**src/rtl/serial_axis_sequencer.sv**
```systemverilog
// rtl/serial_axis_sequencer.sv - single-byte command decoder, axis sample capture and framed reply sequencer
module serial_axis_sequencer #(
    parameter int         SETTLE_CYCLES = 1024,
    parameter int         BUSY_TIMEOUT  = 8,
    parameter logic [7:0] HEADER        = 8'hA5,
    parameter logic [7:0] NAK           = 8'h15
) (
    input  logic        CLK_50,
    input  logic        dly_rst,
    input  logic        rx_ready,
    input  logic [7:0]  rx_data,
    input  logic        tx_busy,
    output logic        tx_start,
    output logic [7:0]  tx_data,
    input  logic [15:0] sample,
    output logic [2:0]  dimension,
    output logic        busy,
    output logic        cmd_overflow,
    output logic [7:0]  frame_count
);
    localparam int SW = (SETTLE_CYCLES > 1) ? $clog2(SETTLE_CYCLES) : 1;
    localparam int TW = $clog2(BUSY_TIMEOUT + 1);
    localparam logic [SW-1:0] SETTLE_LAST  = SW'(SETTLE_CYCLES - 1);
    localparam logic [TW-1:0] TIMEOUT_LAST = TW'(BUSY_TIMEOUT - 1);

    typedef enum logic [3:0] {
        IDLE, SELECT, SETTLE, CAPTURE, LOAD, START, WAIT_HI, WAIT_LO, NEXT
    } stateT;

    stateT state, nextState;

    logic [SW-1:0] settleCnt;
    logic [TW-1:0] timeoutCnt;
    logic [2:0]    byteIdx;
    logic [7:0]    sampleL, sampleH;
    logic [1:0]    curAxis;
    logic          allAxes, nakFrame;
    logic          bufValid;
    logic [7:0]    bufData;

    logic          cmdValid, cmdKnown, cmdAll;
    logic [7:0]    cmdByte;
    logic [1:0]    cmdAxis;
    logic [7:0]    axisCode, checksum, frameByte;
    logic          lastByte, moreAxes;

    // A buffered command always takes priority over a fresh byte in IDLE.
    always_comb begin
        cmdValid = 1'b0;
        cmdByte  = rx_data;
        if (bufValid) begin
            cmdValid = 1'b1;
            cmdByte  = bufData;
        end else if (rx_ready) begin
            cmdValid = 1'b1;
        end
    end

    always_comb begin
        cmdKnown = 1'b1;
        cmdAxis  = 2'd0;
        cmdAll   = 1'b0;
        case (cmdByte)
            8'h78:   cmdAxis = 2'd0;
            8'h79:   cmdAxis = 2'd1;
            8'h7A:   cmdAxis = 2'd2;
            8'h61:   cmdAll  = 1'b1;
            default: cmdKnown = 1'b0;
        endcase
    end

    assign axisCode = 8'h78 + {6'd0, curAxis};
    assign checksum = axisCode ^ sampleL ^ sampleH;
    assign lastByte = nakFrame || (byteIdx == 3'd4);
    assign moreAxes = allAxes && (curAxis != 2'd2);

    always_comb begin
        frameByte = NAK;
        if (!nakFrame) begin
            case (byteIdx)
                3'd0:    frameByte = HEADER;
                3'd1:    frameByte = axisCode;
                3'd2:    frameByte = sampleL;
                3'd3:    frameByte = sampleH;
                default: frameByte = checksum;
            endcase
        end
    end

    always_ff @(posedge CLK_50 or posedge dly_rst) begin
        if (dly_rst) state <= IDLE;
        else         state <= nextState;
    end

    always_comb begin
        nextState = state;
        tx_start  = 1'b0;
        busy      = (state != IDLE);
        case (state)
            IDLE:    if (cmdValid) nextState = cmdKnown ? SELECT : LOAD;
            SELECT:  nextState = SETTLE;
            SETTLE:  if (settleCnt == '0) nextState = CAPTURE;
            CAPTURE: nextState = LOAD;
            LOAD:    if (!tx_busy) nextState = START;
            START: begin
                tx_start  = 1'b1;
                nextState = WAIT_HI;
            end
            WAIT_HI: begin
                if (tx_busy)                          nextState = WAIT_LO;
                else if (timeoutCnt == TIMEOUT_LAST)  nextState = NEXT;
            end
            WAIT_LO: if (!tx_busy) nextState = NEXT;
            NEXT: begin
                if (!lastByte)     nextState = LOAD;
                else if (moreAxes) nextState = SELECT;
                else               nextState = IDLE;
            end
            default: nextState = IDLE;
        endcase
    end

    always_ff @(posedge CLK_50 or posedge dly_rst) begin
        if (dly_rst) begin
            settleCnt    <= '0;
            timeoutCnt   <= '0;
            byteIdx      <= '0;
            sampleL      <= '0;
            sampleH      <= '0;
            curAxis      <= '0;
            allAxes      <= 1'b0;
            nakFrame     <= 1'b0;
            bufValid     <= 1'b0;
            bufData      <= '0;
            tx_data      <= '0;
            dimension    <= '0;
            cmd_overflow <= 1'b0;
            frame_count  <= '0;
        end else begin
            case (state)
                IDLE: begin
                    if (cmdValid) begin
                        curAxis  <= cmdAxis;
                        allAxes  <= cmdAll;
                        nakFrame <= !cmdKnown;
                        byteIdx  <= '0;
                    end
                end
                SELECT: begin
                    dimension <= {1'b0, curAxis};
                    settleCnt <= SETTLE_LAST;
                end
                SETTLE:  settleCnt <= settleCnt - SW'(1);
                CAPTURE: begin
                    sampleL <= sample[7:0];
                    sampleH <= sample[15:8];
                    byteIdx <= '0;
                end
                LOAD:    tx_data <= frameByte;
                START:   timeoutCnt <= '0;
                WAIT_HI: timeoutCnt <= timeoutCnt + TW'(1);
                NEXT: begin
                    if (!lastByte) begin
                        byteIdx <= byteIdx + 3'd1;
                    end else begin
                        frame_count <= frame_count + 8'd1;
                        if (moreAxes) curAxis <= curAxis + 2'd1;
                    end
                end
                default: ;
            endcase

            // Freeing the buffer and a new arrival in the same cycle refills it without loss.
            if (state == IDLE && bufValid) begin
                bufValid <= rx_ready;
                bufData  <= rx_data;
            end else if (rx_ready && state != IDLE) begin
                if (!bufValid) begin
                    bufValid <= 1'b1;
                    bufData  <= rx_data;
                end else begin
                    cmd_overflow <= 1'b1;
                end
            end
        end
    end
endmodule
```
**config.mk**
```make
export PLATFORM = sky130hd
export DESIGN_NAME = serial_axis_sequencer
export DESIGN_NICKNAME = d
export VERILOG_FILES = /design/src/rtl/serial_axis_sequencer.sv
export SDC_FILE = /design/constraint.sdc
export NUM_CORES = 1
export LEC_CHECK = 0
export CORE_MARGIN = 10
export CORE_UTILIZATION = 25
export CTS_CLUSTER_SIZE = 28
export DETAILED_ROUTE_END_ITERATION = 7
export REMOVE_ABC_BUFFERS = 1
export SLEW_MARGIN = 0
export SYNTH_ARGS = -nofsm -noshare
export SYNTH_HDL_FRONTEND = slang
export SYNTH_SLANG_ARGS = --single-unit
```
**constraint.sdc**
```tcl
create_clock -name CLK_50 -period 2.8 [get_ports CLK_50]
set_input_delay 0.7 -clock CLK_50 [delete_from_list [all_inputs] [get_ports CLK_50]]
set_output_delay 0.7 -clock CLK_50 [all_outputs]
set_load 0.01 [all_outputs]
```
After elaboration in Yosys (flattened, before gate mapping)
Index checks and enable logic that the tools add are counted.
{ "op_classes": {"n_addsub": 6, "n_eq_ne": 26, "n_mux": 32, "bitwise_logic": 3, "reduce_logical": 21} }
{ "ops": {"columns": ["operator", "count"], "rows": [
  ["$pmux 4 s9", 1],
  ["$eq 8x7->1 const B", 4],
  ["$mux 8", 4],
  ["$pmux 8 s4", 1],
  ["$mux 4", 6],
  ["$eq 4x3->1 const B", 5],
  ["$pmux 10 s2", 1],
  ["$ne 2x2->1 const B", 8],
  ["$xor 8x8->8", 2],
  ["$mux 3", 4],
  ["$logic_not 10->1", 1],
  ["$sub 10x1->10 const B", 1],
  ["$pmux 3 s3", 1],
  ["$add 7x2->8 const A", 1],
  ["$add 8x1->8 const B", 1],
  ["$eq 4x2->1 const B", 2],
  ["$mux 1", 8],
  ["$pmux 2 s2", 2],
  ["$pmux 4 s2", 1],
  ["$reduce_bool 2->1", 4],
  ["$eq 3x2->1 const B", 2],
  ["$mux 2", 3],
  ["$reduce_and 3->1", 2],
  ["$reduce_and 5->1", 1],
  ["19 further kinds", 22]
]} }
{ "totals": {"ff_bits": 69, "input_bits": 28, "out_inout_bits": 22, "wordCells": 103} }

Logic depth before layout (Yosys ltp)
Gate-level depths: netlist of the first run.
{ "depth": {"depth_word": 7, "depth_mapped": 8, "ltp_nobuf": 7} }

Least setup slack after synthesis of the first run
OpenSTA, ideal clock, no wires.
{ "synth_timing": {"kind": "reg-to-reg", "from": "reg state[3]", "to": "reg settleCnt[9]", "setup_ps": 79, "arrival_ps": 1785, "required_time_ps": 2721, "slack_ps": 936, "path_stages_with_launch": 6, "n_path_buf": 1, "period_less_slack_ps": 1864, "cell_sequence": "dfrtp_1 > buf_4 > or3_4 > or4_4 > nor3_2 > mux2i_1"} }
{ "synth_between": {"elab_chain_len": 2, "word_cells_on_any_way": 4, "cone_classes": "2 x eq/ne; 1 x mux; 1 x reduce/logical"} }
{ "synth_rtl": {"columns": ["item", "line_no", "rtl"], "rows": [
  ["from (decl)", "30", "stateT state, nextState;"],
  ["from (signal assigned)", "92", "else state <= nextState;"],
  ["$eq 4x2->1 / $eq 4x1->1 (equally long branches)", "140", "case (state)"],
  ["$pmux 10 s2 / $reduce_bool 2->1 (equally long branches)", null, null],
  ["to (signal assigned)", "153", "SETTLE: settleCnt <= settleCnt - SW'(1);"],
  ["to (decl)", "32", "logic [SW-1:0] settleCnt;"]
]} }
Several ways; a longest one is shown, not always the timed one.
A chain may end at the register's enable or synchronous reset.

Final worst setup path of the first run
{ "layout_timing": {"from": "reg state[1]", "to": "out tx_start"} }
{ "layout_between": {"elab_chain_len": 2} }
{ "layout_rtl": {"columns": ["item", "line_no", "rtl"], "rows": [
  ["$eq 4x3->1", "99", "case (state)"],
  ["$mux 1", "99", null],
  ["to (decl)", "13", "output logic tx_start,"]
]} }
No other way between the ends.

==> results summary, run 1 <==
The total number of vias is 2887. For the pin with the worst max-slew slack, the measured transition is 0.854 ns. The number of global-route vias before repair is 3033.

The placement row count came out at 44. The critical path endpoint category is an output pin. The worst hold path belongs to the class register to register. The initial antenna violation count came out at 0. The switching power as a share of total power came out at 36.4%. The H-tree generated during clock tree synthesis spans 3 levels. The total cell area at the placement stage came out at 4350 sq um.

The average size of a mapped cell came out at 10.3 sq um. The count of instances resized after the clock tree is built is 0. In the final layout, the share of cells above drive strength 1 is 10.7%. For this run the aggregate overflow at the end of global routing stands at 0. The maximum achievable frequency is 383 MHz.

The net total in the final layout came out at 443. The highest fanout seen on the critical path is 12. The floorplan core area is 14400 sq um. The area growth from synthesis to layout came out at 27.7%.

The effective utilization at floorplan is 25.3%. The overall global routing resource usage came out at 9.08%. The power share of the sequential group is 38.7%. The floorplan die height came out at 141 microns.

The hold violation total from the final report came out at 0. In the final layout, the multi-input gates occupy 1790 sq um. Setup violations remaining at the end of the flow were counted as 0. The final count of pins violating max slew is 0. The startpoint identified for the worst register-to-register timing path is byteIdx[0]$_DFFE_PP0P_.

For this design, the slowest cell found on the critical path is clkdlybuf4s50_1. The worst relative slew slack is 43.0%. The synthesized netlist occupies a cell area of 3650 sq um. The largest single stage delay on the critical path is 0.56 ns. Clock skew on the completed layout was measured at 0.00941 ns. The internal portion of the total power is 2.70 mW. The die footprint came out at 19800 sq um. The clock period minus final worst setup slack is 2.61 ns. The die width is 141 microns. The flow ran to the end, and the final reports show no timing, DRC or antenna violations.

The number of top-level pins is 50. The number of buffers created by CTS came out at 9. The number of nets with antenna violations after detailed routing is 0. The leakage dissipation is 1.78 nW. The cell count after synthesis is 355. The clock tree from TritonCTS is yes. The post-route clock period utilization came out at 93.3%. The part of the power in combinational logic came out at 33.9%. Synthesis inferred 69 register bits. The final HPWL from detailed placement is 6.49 mm. Dividing the detail-routed wire length by the instance count gives 14.9 microns. The maximum number of pins on one net before global-route repair came out at 70.

Before antenna repair, the detailed router went through 4 iterations. Port buffering added 48 buffers. Routability-driven placement finished with a final weighted congestion of 0.757.

The number of flops mapped to enable cells by yosys is 0. For this design the ratio of total power to cell area is 911 nW/um^2. The clock slew at the register clock pins of the worst setup and hold paths came out at 0.06 ns. Setup repair after global routing left no endpoint under its margin. The setup TNS came out at 0 ns. The data required time at the worst endpoint is 2.10 ns. The critical path in this run is classified as register to output pin. The synthesis warning total is 0. The number of DRC markers in iteration 0 is 153.

The sequential cell area came out at 1730 sq um. The cts-stage hold buffer count is 0. The startpoint identified for the worst hold timing path is cmd_overflow$_DFFE_PP0P_. The ratio of routed vias to standard cells came out at 4.85. The number of unique standard cell types used by synthesis came out at 69. The worst-skew pair later-pin latency came out at 0.33 ns. Sequential cells were found to cover 47.3% of the synthesized design area.

In this run the clock root is driven by a clkbuf_16. In this run the deepest clock path goes through 2 buffers. Across the run, the number of max-cap violations was 0. The number of diodes is 0. The layout has 1500 filler cells. The number of setup buffers added after CTS is 0.

The CTS sink count is 69. The switching power summed over all nets is 1.55 mW. After routing the design area is 4660 sq um.

Walking the worst path, the cells encountered are inv_2 -> nand2_1 -> nor2_1 -> clkdlybuf4s50_1. In the routed design, unresolved DRC markers number 0. The predominant post-synthesis flop cell is dfrtp_1. Hold is met by 0.469 ns. The final routed wirelength across all metal layers came out at 8.88 mm.

The relative contribution of the clock network to total power is 27.4%. The worst endpoint data arrival time came out at 1.91 ns. The maximum vdd drop is 576 uV. STA classifies the critical path startpoint as a register. The first global-routing pass estimated 15.3 mm of wire. After synthesis, the share of flip-flops with an asynchronous set or reset is 100%.

The most critical setup path has its startpoint at state[1]$_DFFE_PP0P_.
per-stage QoR:
step	utilization [%]	worst slack, ns	power (mW)	instances
after floorplan	-	0.360	2.57	339
after global placement	30.2	0.509	3.04	579
after detailed placement	30.2	0.400	3.11	579
after CTS	32.3	0.143	4.29	595
after global routing	32.3	0.0620	4.58	595
final	32.3	0.188	4.24	595
cell usage after synthesis, drive strengths merged (2+ instances only):
| cell | n | area, sq um |
|---|---|---|
| dfrtp | 69 | 1730 |
| nand2 | 33 | 124 |
| o21ai | 29 | 149 |
| mux2 | 25 | 282 |
| nor2 | 24 | 106 |
| nor3 | 17 | 105 |
| a21oi | 15 | 75.1 |
| inv | 15 | 56.3 |
| xnor2 | 10 | 87.6 |
| clkbuf | 9 | 33.8 |
| ha | 9 | 113 |
| a31oi | 7 | 43.8 |
| buf | 7 | 46.3 |
| nand3 | 7 | 35.0 |
| mux2i | 5 | 50.1 |
| nand4 | 5 | 31.3 |
| or3 | 5 | 36.3 |
| nor2b | 4 | 25.0 |
| nor4 | 4 | 46.3 |
| a211oi | 3 | 22.5 |
| nor3b | 3 | 22.5 |
| o31ai | 3 | 27.5 |
| a2111oi | 2 | 17.5 |
| a222oi | 2 | 20.0 |
| a22o | 2 | 17.5 |
| a31o | 2 | 17.5 |
| a32o | 2 | 20.0 |
| and2 | 2 | 12.5 |
| nand2b | 2 | 15.0 |
| nand4b | 2 | 17.5 |
| nand4bb | 2 | 22.5 |
| o211ai | 2 | 15.0 |
| o21a | 2 | 15.0 |
| o41ai | 2 | 17.5 |
| or4b | 2 | 20.0 |
| xor2 | 2 | 17.5 |
power by group through the flow:
stage | sequential [mW] | combinational (mW) | clock (mW)
global route | 1.70 | 1.64 | 1.24
finish | 1.64 | 1.44 | 1.16
global placement | 1.64 | 1.41 | 0
floorplan | 1.61 | 0.956 | 0
detailed placement | 1.66 | 1.45 | 0
CTS | 1.64 | 1.46 | 1.19
critical path, delay by kind of cell (launching register included):
kind	cells	cell delay (ns)
and+or+nand+nor	2	0.27
buffers and inverters	2	0.79
DFF	1	0.53
flip-flops by register name, indices dropped and copies added, names as in the netlist:
name / count
settleCnt: 10
bufData: 8
frame_count: 8
sampleH: 8
sampleL: 8
tx_data: 8
state: 4
timeoutCnt: 4
byteIdx: 3
curAxis: 2
dimension: 2
allAxes: 1
bufValid: 1
cmd_overflow: 1
nakFrame: 1
final cells by class:
type	instances	share of cell area [%]
clock buffers	10	5.13
flip-flops and latches	69	37.0
repair buffers	56	11.9
well taps	184	4.94
clock inverters	6	1.50
multi-input cells	255	38.3
inverters	15	1.21
cells by family after synthesis:
| logic type | synth area share (%) |
|---|---|
| adder cells (fa/ha/maj) | 3.09 |
| XOR/XNOR | 2.88 |
| multiplexers | 9.08 |
| AO/OA/AOI/OAI | 15.1 |
| buffers and inverters | 3.74 |
| flip-flops | 47.3 |
| other | 0.103 |
| AND/OR/NAND/NOR | 18.7 |
per-layer routing:
| layer | up-vias | wire length (microns) | global-route usage [%] |
|---|---|---|---|
| met5 | - | 0 | 0 |
| met4 | 0 | 112 | 2.50 |
| met3 | 12 | 483 | 2.59 |
| met2 | 67 | 4200 | 14.7 |
| met1 | 1412 | 4090 | 11.5 |
| li1 | 1396 | - | - |
path summary, 6_finish.rpt:
path	end	slack [ns]	depth (start not counted)
worst min-delay path	cmd_overflow$_DFFE_PP0P_	0.47	1
worst max register to register	tx_data[3]$_DFFE_PP0N_	0.53	7
max in group asynchronous	nakFrame$_DFFE_PP0P_	1.72	3
worst min register to register	cmd_overflow$_DFFE_PP0P_	0.47	1
min in group asynchronous	sampleH[1]$_DFFE_PP0N_	0.78	3
worst max-delay path	tx_start	0.19	4
layout by cell type (no fill, tap or decap), types with 3 or more instances in the layout:
cell / netlist / routed
a211oi_1: 3 / 3
a21oi_1: 15 / 15
a31oi_1: 7 / 7
buf_4: 2 / 7
clkbuf_16: 0 / 9
clkdlybuf4s50_1: 0 / 48
clkinvlp_4: 0 / 3
dfrtp_1: 69 / 69
ha_1: 9 / 9
inv_1: 12 / 11
inv_2: 3 / 4
mux2_1: 23 / 23
mux2i_1: 5 / 5
nand2_1: 33 / 33
nand3_1: 7 / 7
nand4_1: 5 / 5
nor2_1: 23 / 23
nor2b_1: 4 / 4
nor3_1: 13 / 13
nor3_2: 4 / 4
nor3b_1: 3 / 3
o21ai_0: 14 / 14
o21ai_1: 14 / 14
or3_1: 4 / 4
xnor2_1: 10 / 10
No activity file was read; power rests on OpenSTA's default activity.
==> run 2: changes to the inputs <==
- CORE_UTILIZATION: 25 -> 55
- PLACE_DENSITY: unset -> 0.8
- SLEW_MARGIN: 0 -> 10
==> run 2 against run 1 <==
- combinational power is 7% lower
- wire length is 12% lower
- clock skew is 0.0014 ns lower
- critical path type unchanged
- critical path depth stayed put
- die area is 48% lower
- design area is 6.4% lower
- sequential share of layout area is 2.5 points higher
- global-route usage is 6.9 points higher
- via count is 0.17% lower
- cell count is 18% lower
==> results summary, run 2 (synthesis results as in run 1) <==
Status: completed (unchanged). The die footprint is 10300 sq um (was 19800 sq um). The worst endpoint data arrival time came to 1.96 ns (was 1.91 ns).

The maximum vdd drop came out at 662 uV (was 576 uV). The launch instance of the worst register-to-register path is state[0]$_DFFE_PP0P_ (was byteIdx[0]$_DFFE_PP0P_). The switching power as a share of total power is 38.9% (was 36.4%). The number of DRC markers in iteration 0 is 159 (was 153). The global placer's final weighted congestion came out at 0.849 (was 0.757).

The overall global routing resource usage came to 16.0% (was 9.08%). The final setup skew came to 0.00800 ns (was 0.00941 ns). The CTS sink count came out at 69 (unchanged).

The data required time at the worst endpoint came to 2.10 ns (about the same). The post-route non-filler standard cell count came out at 486 (was 595). The level count of the clock H-tree came out at 3 (unchanged). The worst hold path depth came to 1 (unchanged). The effective utilization at floorplan came out at 57.2% (was 25.3%). The worst relative slew slack came out at 57.1% (was 43.0%). The number of flip-flops under the largest register name came to 10 (unchanged). The kind of launch point of the worst setup path was a register (unchanged). RSZ-0062 raised after global routing: false (unchanged). The slack of the worst reg-to-reg path came to 0.51 ns (was 0.53 ns). The number of diodes came out at 0 (unchanged). The clock slew at the register clock pins of the worst setup and hold paths is 0.07 ns (was 0.06 ns). The slew at the pin closest to its max-slew limit is 0.644 ns (was 0.854 ns). The floorplan die height came out at 101 microns (was 141 microns). The net total in the final layout came out at 441 (was 443).

The remaining global-route overflow came out at 0 (unchanged). The final routed wirelength across all metal layers was 7.82 mm (was 8.88 mm). The worst-skew pair later-pin latency was 0.35 ns (was 0.33 ns). The ratio of routed vias to standard cells came out at 5.93 (was 4.85). The part of the power in combinational logic came out at 36.1% (was 33.9%).

The end point of the most critical hold path is frame_count[7]$_DFFE_PP0P_ (was cmd_overflow$_DFFE_PP0P_). The die width came out at 101 microns (was 141 microns). The post-placement cell count is 470 (was 579). The area growth from synthesis to layout came out at 19.5% (was 27.7%). The number of fill cells came out at 506 (was 1500). The worst reg2reg path endpoint is settleCnt[9]$_DFFE_PP0P_ (was tx_data[3]$_DFFE_PP0N_). The maximum number of pins on one net before global-route repair was 70 (unchanged). The global-route wire length before repair came out at 13.4 mm (was 15.3 mm). The count of buffer and inverter cells on the critical path was 2 (unchanged).

The leakage dissipation is 1.71 nW (was 1.78 nW). The startpoint of the most critical hold path is frame_count[7]$_DFFE_PP0P_ (was cmd_overflow$_DFFE_PP0P_). The classification of the worst-slack hold path was register to register (unchanged). The root buffer cell was clkbuf_8 (was clkbuf_16). The DRC violation count after routing came out at 0 (unchanged). The critical path endpoint category is an output pin (unchanged). The final HPWL from detailed placement was 5.64 mm (was 6.49 mm). The setup violation total in the final timing report is 0 (unchanged). The clock period minus final worst setup slack was 2.66 ns (was 2.61 ns).

The cell with the biggest individual delay on the critical path is dfrtp_1 (was clkdlybuf4s50_1). The final count of pins violating max slew came to 0 (unchanged). Chain of cells forming the critical path: inv_2 -> nand2_1 -> nor2_1 -> clkdlybuf4s50_1 (unchanged). The commonest non-fill, non-tap cell in the layout is dfrtp_1 (unchanged). The clock tree from TritonCTS is yes (unchanged). The setup TNS was 0 ns (unchanged). The power density over the cells is 851 nW/um^2 (was 911 nW/um^2).

The critical setup path kind is register to output pin (unchanged). The hold violation total from the final report is 0 (unchanged). The average routed wire per standard cell is 16.1 microns (was 14.9 microns). The number of top-level pins is 50 (unchanged).

The number of global-route vias before repair is 2852 (was 3033). The count of buffers from port buffering is 48 (unchanged). The power share of the sequential group is 45.4% (was 38.7%). The max-capacitance violation count is 0 (unchanged).

The highest fanout seen on the critical path is 18 (was 12). The top register by number of flip-flops is settleCnt (unchanged). The number of nets with antenna violations after detailed routing is 0 (unchanged). The placement row count is 29 (was 44). The count of cells along the worst register-to-register path came out at 5 (was 7). The switching power summed over all nets is 1.44 mW (was 1.55 mW). The first-pass iteration count of the detailed router came out at 5 (was 4). The total number of vias came out at 2882 (was 2887). The kind of cell with the highest combined delay on the critical path is buffers and inverters (unchanged).

The number of buffers inserted to repair setup after CTS is 0 (unchanged). The share of cells above drive strength 1 is 9.78% (was 10.7%). The relative contribution of the clock network to total power is 18.5% (was 27.4%). The internal power component is 2.27 mW (was 2.70 mW). The highest cell delay on the worst timing path is 0.58 ns (was 0.56 ns). The post-route clock period utilization is 95.0% (was 93.3%). The maximum number of buffers from clock root to sink is 2 (unchanged).

The count of instances resized after the clock tree is built is 0 (unchanged). The cts-stage hold buffer count came out at 0 (unchanged). Most frequent cells in the layout: dfrtp_1, clkdlybuf4s50_1, nand2_1, nor2_1, mux2_1 (unchanged). The initial antenna violation count was 0 (unchanged). The maximum achievable frequency is 376 MHz (was 383 MHz). The floorplan core area came to 6390 sq um (was 14400 sq um). The number of buffers created by CTS is 9 (unchanged).
-- run 2: cell count changes in the layout (fill, tap and decap cells not counted), sizes merged --
cell and change:
buf -2, clkinvlp -2, bufinv -1, inv -1, clkinv +3, clkbuf +1
-- run 2: final cells by class --
class                   count  area [sq um]  share of cell area, %
multi-input cells         255          1790                   41.0
clock inverters             5          27.5                  0.631
inverters                  15          56.3                   1.29
well taps                  77          96.3                   2.21
repair buffers             54           538                   12.3
flip-flops and latches     69          1730                   39.6
clock buffers              11           131                   3.01
-- run 2: stage by stage --
stage | setup slack, ns | total power [mW] | hold slack, ns | util (%) | area [sq um]
floorplan | 0.360 | 2.57 | 0.441 | - | 3570
global placement | 0.566 | 2.98 | 0.458 | 65.8 | 4200
detailed placement | 0.511 | 3.04 | 0.462 | 65.8 | 4200
CTS | 0.131 | 3.74 | 0.476 | 68.3 | 4360
global route | 0.0343 | 4.01 | 0.486 | 68.3 | 4360
finish | 0.140 | 3.71 | 0.470 | 68.3 | 4360
-- run 2: per-layer routing --
layer  track usage [%]  up-vias  share of wire (%)  routed length (microns)
met5                 0        -                  0                        0
met4              5.04        0                1.3                       98
met3              7.15       13                7.4                      579
met2              25.5       67                 48                     3780
met1              19.0     1398                 43                     3370
li1                  -     1404                  -                        -
-- run 2: worst max path at each step --
| stage | endpoint | cells after the start | slack (ns) | from |
|---|---|---|---|---|
| 2_1_floorplan | allAxes$_DFFE_PP0P_ | 1 | 0.36 | dly_rst |
| 3_3_place_gp | tx_start | 4 | 0.57 | state[1]$_DFFE_PP0P_ |
| 3_5_place_dp | settleCnt[9]$_DFFE_PP0P_ | 5 | 0.51 | state[0]$_DFFE_PP0P_ |
| 4_1_cts | tx_start | 4 | 0.13 | state[1]$_DFFE_PP0P_ |
| 5_1_grt | tx_start | 4 | 0.03 | state[1]$_DFFE_PP0P_ |
| 6_report | tx_start | 4 | 0.14 | state[1]$_DFFE_PP0P_ |
-- run 2: power groups by stage --
stage / Clock, mW / Sequential, mW / Combinational, mW
2_1_floorplan: 0 / 1.61 / 0.956
3_3_place_gp: 0 / 1.67 / 1.31
4_1_cts: 0.701 / 1.68 / 1.36
3_5_place_dp: 0 / 1.70 / 1.35
5_1_grt: 0.742 / 1.75 / 1.52
6_report: 0.686 / 1.69 / 1.34
==> run 3: changes to the inputs <==
- PLACE_DENSITY: 0.8 -> 0.92
==> run 3 against run 2 <==
- worst hold slack got worse by 0.0016 ns
- critical path type unchanged
- combinational power increased by 7%
- cell count increased by 0.21%
- largest power group unchanged
- global-route usage increased by 0.70 points
- via count increased by 2.3%
==> results summary, run 3 (synthesis results as in run 1) <==
The met2 demand-to-capacity share in global routing came out at 26.8% (was 25.5%). The commonest non-fill, non-tap cell in the layout is dfrtp_1 (unchanged). The final routed wirelength across all metal layers is 8.18 mm (was 7.82 mm). The worst endpoint data arrival time came out at 1.98 ns (was 1.96 ns). The number of buffers created by CTS was 9 (unchanged).

The final HPWL from detailed placement came out at 6.10 mm (was 5.64 mm). The first-pass iteration count of the detailed router is 4 (was 5). The overall global routing resource usage is 16.7% (was 16.0%). Status: completed (unchanged). The leakage dissipation came to 1.75 nW (was 1.71 nW).

The number of buffers inserted to repair setup after CTS came out at 0 (unchanged). The power density over the cells came out at 883 nW/um^2 (was 851 nW/um^2). The clock tree from TritonCTS is yes (unchanged). The startpoint of the most critical hold path is frame_count[7]$_DFFE_PP0P_ (unchanged).

The area growth from synthesis to layout is 21.7% (was 19.5%). The ratio of routed vias to standard cells was 6.06 (was 5.93). Most frequent cells in the layout: dfrtp_1, clkdlybuf4s50_1, nand2_1, nor2_1, mux2_1 (unchanged). The maximum number of buffers from clock root to sink came out at 2 (unchanged). The maximum vdd drop is 601 uV (was 662 uV). The kind of launch point of the worst setup path is a register (unchanged). The minimum setup slack after placement came out at 0.404 ns (was 0.511 ns). The setup violation total in the final timing report is 0 (unchanged). The slew at the pin closest to its max-slew limit is 0.764 ns (was 0.644 ns). The maximum achievable frequency was 373 MHz (was 376 MHz). The met3 layer usage reported by global route is 5.31% (was 7.15%). The data required time at the worst endpoint is 2.10 ns (about the same). The highest fanout seen on the critical path came out at 10 (was 18).

The number of global-route vias before repair came out at 3041 (was 2852). The clock slew at the register clock pins of the worst setup and hold paths is 0.07 ns (about the same). The number of diodes came to 0 (unchanged). The maximum number of pins on one net before global-route repair came to 27 (was 70). The hold violation total from the final report came out at 0 (unchanged).

The global-route track usage on met1 was 20.7% (was 19.0%). The critical setup path kind is register to output pin (unchanged). The origin of the worst setup path is state[1]$_DFFE_PP0P_ (unchanged). The final setup skew is 0.00789 ns (was 0.00800 ns).

The max-capacitance violation count is 0 (unchanged). The number of nets with antenna violations after detailed routing came to 0 (unchanged). The floorplan die height was 101 microns (unchanged). The worst relative slew slack is 49.0% (was 57.1%).

The critical path endpoint category is an output pin (unchanged). The worst-skew pair later-pin latency came out at 0.34 ns (was 0.35 ns). The level count of the clock H-tree was 3 (unchanged). The setup TNS came out at 0 ns (unchanged). The classification of the worst-slack hold path is register to register (unchanged). The launch instance of the worst register-to-register path is byteIdx[0]$_DFFE_PP0P_ (was state[0]$_DFFE_PP0P_). The die footprint is 10300 sq um (unchanged). The final worst-path setup slack is 0.118 ns (was 0.140 ns). The final count of pins violating max slew is 0 (unchanged). The most congested layer reported by global routing is met2 (unchanged).

The number of flip-flops under the largest register name is 10 (unchanged). The count of buffers from port buffering came out at 48 (unchanged). The root buffer cell is clkbuf_8 (unchanged). The die width is 101 microns (unchanged).

The global-route wire length before repair came out at 14.1 mm (was 13.4 mm). The net total in the final layout came out at 442 (was 441). The effective utilization at floorplan is 57.2% (unchanged).

The number of DRC markers in iteration 0 is 195 (was 159). The post-route clock period utilization came to 95.8% (was 95.0%). The global placer's final weighted congestion is 0.805 (was 0.849).

The CTS sink count is 69 (unchanged). The floorplan core area came to 6390 sq um (unchanged). The number of top-level pins is 50 (unchanged). RSZ-0062 raised after global routing: false (unchanged). The share of cells above drive strength 1 is 10.5% (was 9.78%). The remaining global-route overflow is 0 (unchanged). The number of fill cells came out at 455 (was 506). The top register by number of flip-flops was settleCnt (unchanged). The clock period minus final worst setup slack came out at 2.68 ns (was 2.66 ns). The worst hold-check slack is 0.469 ns (was 0.470 ns). The total number of vias came to 2949 (was 2882). The placement row count came out at 29 (unchanged).

The initial antenna violation count is 0 (unchanged). The average routed wire per standard cell was 16.8 microns (was 16.1 microns). The DRC violation count after routing came out at 0 (unchanged).
-- run 3: critical path, cell delays in order (launching register included) --
cell and delay (ns):
dfrtp_1 0.50, buf_4 0.22, inv_2 0.14, nand2_1 0.10, nor2_1 0.12, clkdlybuf4s50_1 0.55
-- run 3: final timing paths --
path	end	slack, ns	depth (start not counted)
setup / recovery	tx_start	0.12	5
hold / removal	frame_count[7]$_DFFE_PP0P_	0.47	1
setup reg to reg	tx_data[3]$_DFFE_PP0N_	0.58	7
hold reg to reg	frame_count[7]$_DFFE_PP0P_	0.47	1
max in group asynchronous	dimension[1]$_DFFE_PP0N_	1.58	3
min in group asynchronous	tx_data[0]$_DFFE_PP0N_	0.71	2
-- run 3: metal layers --
layer	share of wire, %	vias up
met5	0	-
met4	1.2	0
met3	7.4	12
met2	50	82
met1	41	1458
li1	-	1397
-- run 3: through the flow --
stage	power, mW	std cells	util [%]	instance area (sq um)
6_report	3.92	487	69.6	4440
5_1_grt	4.19	487	69.6	4440
4_1_cts	3.94	487	69.6	4440
3_5_place_dp	3.08	471	66.1	4220
3_3_place_gp	2.97	471	66.1	4220
2_1_floorplan	2.57	339	-	3570
-- run 3: report_power, final --
part | total, mW | internal (mW) | switching, mW | leakage [nW]
sequential | 1.65 | 1.30 | 0.351 | 0.819
clock | 0.836 | 0.480 | 0.357 | 0.112
combinational | 1.43 | 0.667 | 0.763 | 0.821
-- run 3: what timing repair did --
action                                  in CTS  in global routing
hold buffers                                 0                  0
endpoints found under the setup margin       1                  0
gates resized for setup                      1                  0
-- run 3: final cells by class --
cell class,instances,area (sq um),area share (%)
clock buffer,12,165,3.72
clock inverter,4,45.0,1.01
inverter,15,56.3,1.27
multi-input combinational,255,1800,40.4
sequential,69,1730,38.9
tap,77,96.3,2.17
timing repair buffer,55,558,12.6
